--- src/rtl/fsm_cmd_issuer_pkg.sv ---
// Shared definitions for the command issuer and the 3-bit controller it drives:
// state codes, path opcodes and the in1/in2 encoding of each path.
package fsm_proc_pkg;

    localparam logic [2:0] ST_IDLE = 3'b000;
    localparam logic [2:0] ST_A1   = 3'b001;
    localparam logic [2:0] ST_A2   = 3'b101;
    localparam logic [2:0] ST_A3   = 3'b010;
    localparam logic [2:0] ST_B1   = 3'b110;
    localparam logic [2:0] ST_B2   = 3'b111;
    localparam logic [2:0] ST_C1   = 3'b011;
    localparam logic [2:0] ST_END  = 3'b100;
    localparam logic [2:0] ST_RST  = 3'b011;

    typedef logic [1:0] op_t;

    localparam op_t OP_A  = 2'd0;
    localparam op_t OP_B  = 2'd1;
    localparam op_t OP_C  = 2'd2;
    localparam op_t OP_A2 = 2'd3;

    typedef struct packed {
        logic vld;
        op_t  op;
    } cmd_slot_t;

    // Returns {in1, in2} for a path opcode.
    function automatic logic [1:0] op_ins(input op_t op);
        case (op)
            OP_B:    return 2'b01;
            OP_C:    return 2'b11;
            OP_A2:   return 2'b10;
            default: return 2'b00;
        endcase
    endfunction

endpackage

--- src/rtl/fsm_cmd_issuer_if.sv ---
// Command handshake and completion report between a command source and the issuer.
interface fsm_cmd_issuer_if;
    import fsm_proc_pkg::*;

    logic cmd_valid;
    op_t  cmd_op;
    logic cmd_ready;
    logic done;
    op_t  done_op;

    modport master (output cmd_valid, cmd_op, input cmd_ready, done, done_op);
    modport slave  (input cmd_valid, cmd_op, output cmd_ready, done, done_op);

endinterface

--- src/rtl/fsm_cmd_issuer_model.sv ---
// Combinational next-state function of the 3-bit controller; 000 is the only
// state that looks at in1/in2.
module fsm_state_model
    import fsm_proc_pkg::*;
(
    input  logic [2:0] state,
    input  logic       in1,
    input  logic       in2,
    output logic [2:0] state_nxt
);

    always_comb begin
        state_nxt = ST_IDLE;
        case (state)
            ST_IDLE: state_nxt = !in2 ? ST_A1 : (in1 ? ST_C1 : ST_B1);
            ST_A1:   state_nxt = ST_A2;
            ST_A2:   state_nxt = ST_A3;
            ST_A3:   state_nxt = ST_END;
            ST_B1:   state_nxt = ST_B2;
            ST_B2:   state_nxt = ST_END;
            ST_C1:   state_nxt = ST_END;
            default: state_nxt = ST_IDLE;
        endcase
    end

endmodule

--- src/rtl/fsm_cmd_issuer.sv ---
// Feeds path commands to the 3-bit controller at its 100 states, reports completion,
// and shadows the controller trace to flag divergence or stalls.
module fsm_cmd_issuer
    import fsm_proc_pkg::*;
#(
    parameter int CNT_W    = 8,
    parameter int WDOG_CYC = 8
) (
    input  logic             clk,
    input  logic             rst_n,
    fsm_cmd_issuer_if.slave  cmd,
    input  logic [2:0]       state_in,
    output logic             in1,
    output logic             in2,
    output logic             err,
    output logic [2:0]       err_state,
    output logic [2:0]       err_exp,
    input  logic             err_clr,
    output logic [CNT_W-1:0] cmd_count
);

    localparam int              WD_W    = $clog2(WDOG_CYC + 1);
    localparam logic [WD_W-1:0] WD_MAX  = WD_W'(WDOG_CYC);
    localparam logic [WD_W-1:0] WD_TRIP = WD_W'(WDOG_CYC - 1);

    cmd_slot_t       pending;
    cmd_slot_t       inflight;
    logic            sync;
    logic [WD_W-1:0] wdog;
    logic [2:0]      prev_state;
    logic [2:0]      exp_state;
    logic            done_r;
    op_t             done_op_r;
    logic            at_end;
    logic            finish;
    logic            trace_bad;
    logic            stall;

    // in1/in2 are the values the controller saw on the edge that produced state_in
    fsm_state_model u_model (
        .state     (prev_state),
        .in1       (in1),
        .in2       (in2),
        .state_nxt (exp_state)
    );

    assign cmd.cmd_ready = !pending.vld;
    assign cmd.done      = done_r;
    assign cmd.done_op   = done_op_r;

    always_comb begin
        at_end    = (state_in == ST_END);
        finish    = at_end && inflight.vld;
        trace_bad = sync && (state_in != exp_state);
        stall     = sync && !at_end && (wdog == WD_TRIP);
    end

    always_ff @(posedge clk or negedge rst_n) begin
        if (!rst_n) begin
            pending    <= '0;
            inflight   <= '0;
            in1        <= 1'b0;
            in2        <= 1'b0;
            done_r     <= 1'b0;
            done_op_r  <= '0;
            cmd_count  <= '0;
            err        <= 1'b0;
            err_state  <= '0;
            err_exp    <= '0;
            sync       <= 1'b0;
            wdog       <= '0;
            prev_state <= '0;
        end else begin
            prev_state <= state_in;
            done_r     <= finish;
            if (finish) begin
                done_op_r <= inflight.op;
                cmd_count <= cmd_count + 1'b1;
            end

            // Every 100 is an issue point; without a command the idle path A is driven.
            if (at_end) begin
                inflight.vld <= 1'b0;
                {in1, in2}   <= 2'b00;
                if (!err && pending.vld) begin
                    {in1, in2}  <= op_ins(pending.op);
                    inflight    <= pending;
                    pending.vld <= 1'b0;
                end
            end

            // Only taken when the slot is empty, so it never collides with the issue above.
            if (cmd.cmd_valid && !pending.vld)
                pending <= '{vld: 1'b1, op: cmd.cmd_op};

            if (err_clr) begin
                err  <= 1'b0;
                sync <= 1'b0;
                wdog <= '0;
            end else begin
                if (at_end)
                    sync <= 1'b1;
                if (at_end)
                    wdog <= '0;
                else if (wdog != WD_MAX)
                    wdog <= wdog + 1'b1;
                if (!err && (trace_bad || stall)) begin
                    err       <= 1'b1;
                    err_state <= state_in;
                    err_exp   <= trace_bad ? exp_state : ST_END;
                end
            end
        end
    end

endmodule

--- src/flat_wrapper.sv ---
// flat-port wrapper written by rule: the top's interface ports become plain ports
module fsm_cmd_issuer_flat import fsm_proc_pkg::*;
#(
    parameter int CNT_W    = 8,
    parameter int WDOG_CYC = 8
)
  (clk, rst_n, state_in, in1, in2, err, err_state, err_exp, err_clr, cmd_count, cmd_cmd_valid, cmd_cmd_op, cmd_cmd_ready, cmd_done, cmd_done_op);
  fsm_cmd_issuer_if cmd_i ();
  input  logic clk;
  input  logic rst_n;
  input  logic [2:0] state_in;
  output logic in1;
  output logic in2;
  output logic err;
  output logic [2:0] err_state;
  output logic [2:0] err_exp;
  input  logic err_clr;
  output logic [CNT_W-1:0] cmd_count;
  input wire logic [$bits(cmd_i.cmd_valid)-1:0] cmd_cmd_valid;
  input wire logic [$bits(cmd_i.cmd_op)-1:0] cmd_cmd_op;
  output wire logic [$bits(cmd_i.cmd_ready)-1:0] cmd_cmd_ready;
  output wire logic [$bits(cmd_i.done)-1:0] cmd_done;
  output wire logic [$bits(cmd_i.done_op)-1:0] cmd_done_op;
  assign cmd_i.cmd_valid = cmd_cmd_valid;
  assign cmd_i.cmd_op = cmd_cmd_op;
  assign cmd_cmd_ready = cmd_i.cmd_ready;
  assign cmd_done = cmd_i.done;
  assign cmd_done_op = cmd_i.done_op;
  fsm_cmd_issuer #(.CNT_W(CNT_W), .WDOG_CYC(WDOG_CYC)) u_core (.clk(clk), .rst_n(rst_n), .cmd(cmd_i), .state_in(state_in), .in1(in1), .in2(in2), .err(err), .err_state(err_state), .err_exp(err_exp), .err_clr(err_clr), .cmd_count(cmd_count));
endmodule
--- config.mk ---
export PLATFORM = sky130hd
export DESIGN_NAME = fsm_cmd_issuer_flat
export DESIGN_NICKNAME = d
export VERILOG_FILES = /design/src/rtl/fsm_cmd_issuer_pkg.sv /design/src/rtl/fsm_cmd_issuer_if.sv /design/src/rtl/fsm_cmd_issuer_model.sv /design/src/rtl/fsm_cmd_issuer.sv /design/src/flat_wrapper.sv
export SDC_FILE = /design/constraint.sdc
export NUM_CORES = 1
export LEC_CHECK = 0
export ABC_AREA = 1
export CAP_MARGIN = 30
export CORE_MARGIN = 2
export CORE_UTILIZATION = 46
export DETAILED_ROUTE_END_ITERATION = 8
export HOLD_SLACK_MARGIN = 0.03
export PLACE_DENSITY = 0.75
export REMOVE_ABC_BUFFERS = 1
export SYNTH_ARGS = -nofsm -noshare
export SYNTH_HDL_FRONTEND = slang
export SYNTH_SLANG_ARGS = --single-unit
--- constraint.sdc ---
create_clock -name clk -period 1.4 [get_ports clk]
set_input_delay 0.28 -clock clk [delete_from_list [all_inputs] [get_ports clk]]
set_output_delay 0.28 -clock clk [all_outputs]
set_load 0.005 [all_outputs]
==> results of run 1 <==
## registers in the layout, indices dropped and copies added (netlist names)
name / count
u_core.cmd_count: 8
u_core.wdog: 4
u_core.err_exp: 3
u_core.err_state: 3
u_core.inflight: 3
u_core.pending: 3
u_core.prev_state: 3
u_core.cmd.done_op: 2
u_core.cmd.done: 1
u_core.err: 1
u_core.in1: 1
u_core.in2: 1
u_core.sync: 1
## power by group
group          switching, uW  internal [uW]
Combinational            446            564
Sequential               120           1180
Clock                    356            605
## cell families (layout without fill, tap and decap cells)
group,count (synthesis),in the layout,synth area share
buffers and inverters,19,94,0.0453
adder cells (fa/ha/maj),6,6,0.0477
AND/OR/NAND/NOR,91,91,0.276
AO/OA/AOI/OAI,11,11,0.0398
flip-flops,34,34,0.541
XOR/XNOR,9,9,0.0501
## layout make-up
type,count,area (um2),share of cell area
Inverter,19,71.3,0.0299
Clock inverter,2,60.1,0.0251
Tap cell,46,57.6,0.0241
Timing Repair Buffer,67,571,0.239
Clock buffer,6,51.3,0.0215
Multi-Input combinational cell,117,724,0.303
Sequential cell,34,853,0.357
## repair_timing
action,4_1_cts,5_1_grt
setup buffers,19,3
hold buffers,0,0
pin swaps,5,11
setup endpoints to repair,28,11
gates resized for setup,31,22
## cells in the mapped netlist, drive strengths merged
cell type / instances / area, um2
nand2: 50 / 205
nor3: 2 / 21.3
xnor2: 3 / 26.3
nor2: 19 / 88.8
and3: 1 / 11.3
nand3: 16 / 85.1
o32ai: 1 / 8.76
a22o: 1 / 8.76
o21ai: 5 / 25.0
dfrtp: 34 / 851
ha: 6 / 75.1
nand3b: 3 / 22.5
inv: 19 / 71.3
xor2: 6 / 52.6
a21oi: 4 / 20.0
## through the flow
stage          utilization  instances  power, uW  worst slack (ns)
4_1_cts              0.698        289       3230            -0.175
5_1_grt              0.721        291       3490            -0.285
6_report             0.721        291       3270            -0.217
2_1_floorplan            -        170       1660            0.0146
3_3_place_gp         0.622        262       2160            -0.347
3_5_place_dp         0.622        262       2190            -0.407
## worst max path at each step
stage / from / to / slack, ns / depth (start not counted)
3_5_place_dp: state_in[1] / u_core.err$_DFFE_PN0P_ / -0.41 / 11
3_3_place_gp: state_in[2] / u_core.err$_DFFE_PN0P_ / -0.35 / 9
5_1_grt: u_core.prev_state[2]$_DFF_PN0_ / u_core.err_exp[1]$_DFFE_PN0P_ / -0.28 / 10
2_1_floorplan: u_core.prev_state[0]$_DFF_PN0_ / u_core.err_exp[0]$_DFFE_PN0P_ / 0.01 / 12
6_report: u_core.prev_state[1]$_DFF_PN0_ / u_core.err_exp[1]$_DFFE_PN0P_ / -0.22 / 11
4_1_cts: u_core.prev_state[0]$_DFF_PN0_ / u_core.err_exp[2]$_DFFE_PN0P_ / -0.17 / 12
## metal layers
metal	GRT usage	routed length, um
met1	0.220	1460
met2	0.375	1940
met3	0.0649	159
met4	0.117	90
met5	0	0
==> impl_metrics.json, run 1 <==
{
  "min_from": "state_in[1]",
  "pin_count": 30,
  "final_cell_mix": "buf_4 (37), nand2_1 (35), dfrtp_1 (32), dlygate4sd2_1 (19)",
  "portBuffers": 29,
  "drt_iter0_markers": 68,
  "rows": 21,
  "stdcell_area_um2": 2390,
  "mostFrequentLayoutCell": "buf_4",
  "postSynthCellCount": 170,
  "cpMostUsedCell": "buf_4",
  "rsz0062_at_grt": "yes",
  "critPathRequiredTime_ns": 1.65,
  "r2r_setup_slack_ns": -0.22,
  "initial_core_util": 0.475,
  "drc": 0,
  "hp-class": "input pin to flip-flop",
  "syn_area_um2": 1570,
  "viasPerCell": 4.80,
  "crit_family": "buffers and inverters",
  "vias": 1396,
  "grt_usage": 0.211,
  "grt_max_degree": 35,
  "final-setup-viol-count": 7,
  "yosysWarnings": 0,
  "fmax_ghz": 0.618,
  "crit_fanout": 4,
  "clockBufferDepth": 2,
  "seq_area_frac_synth": 0.541,
  "cp-start-kind": "flip-flop",
  "reg2regPathDepth": 11,
  "ys_ff_latch": 34,
  "slew_headroom": 0.857,
  "ys_types": 23,
  "hold_violations": 0,
  "end_kind": "flip-flop",
  "n_fill_cell": 267,
  "worst_slew_pin_slew_ns": 0.214,
  "avgSynthCellArea_um2": 9.25,
  "cts.sinks": 34,
  "r2r_start": "u_core.prev_state[1]$_DFF_PN0_",
  "die_y_um": 62.5,
  "outcome": "finished with violations",
  "r2r_end": "u_core.err_exp[1]$_DFFE_PN0P_",
  "diodes": 0,
  "layout.nets": 259,
  "syn_to_final_growth_pct": 51.9,
  "crit_type": "flip-flop to flip-flop",
  "drive_gt1_frac": 0.322,
  "min_period_over_period": 1.16,
  "routabilityCongestion": 0.798,
  "hpwlAfterDp_mm": 2.42,
  "hold_path_end": "u_core.prev_state[1]$_DFF_PN0_",
  "violations": "setup timing",
  "insertion_delay_ns": 0.35,
  "skew_ns": 0.0189,
  "die-width_um": 62.5,
  "cts_buffers": 5,
  "cts_tree": "yes",
  "grt_pass1_wl_mm": 6.45,
  "htreeDepth": 2,
  "grt_pass1_vias": 1555,
  "cts_root_buf": "clkbuf_4",
  "critPathArrivalTime_ns": 1.87,
  "setup_tns_ns": -1.27,
  "ir_drop_mv": 0.955,
  "fin_ws_ns": -0.217,
  "whs_ns": 0.140,
  "min_period_ns": 1.62,
  "path_cells": "inv_2 > nand2_2 > nand3_2 > nand2_2 > buf_4 > buf_4 > buf_4 > buf_4 > buf_4 > nand3_1 > nand2_1",
  "firstDrtPassIters": 4,
  "hold_path_depth": 1,
  "routedWlPerCell_um": 12.5,
  "core_um2": 3310,
  "grt_overflow": 0,
  "crit_buf_inv": 6,
  "ant_nets": 0,
  "routed_wl_mm": 3.65,
  "cts.reportedPaths.clkPinSlew_ns": 0.12,
  "antenna_found_initial": 0,
  "total_leakage_power_uw": 0.00131,
  "floorplan.die_area_um2": 3900,
  "maxCapViolations": 0,
  "critPathSlowestCell": "dfrtp_2",
  "cp_slowest_stage_delay_ns": 0.47,
  "cellPowerDensity_nw_per_um2": 1370,
  "place_area_um2": 2060,
  "slew_viol_final": 0
}
(Power assumes the default switching activity.)
==> run 2: changes to the inputs <==
Settings changed: CTS_CLUSTER_SIZE from default to 8.
==> results of run 2 <==
Same layout as run 1: the final DEF is identical, and so are final timing and power.
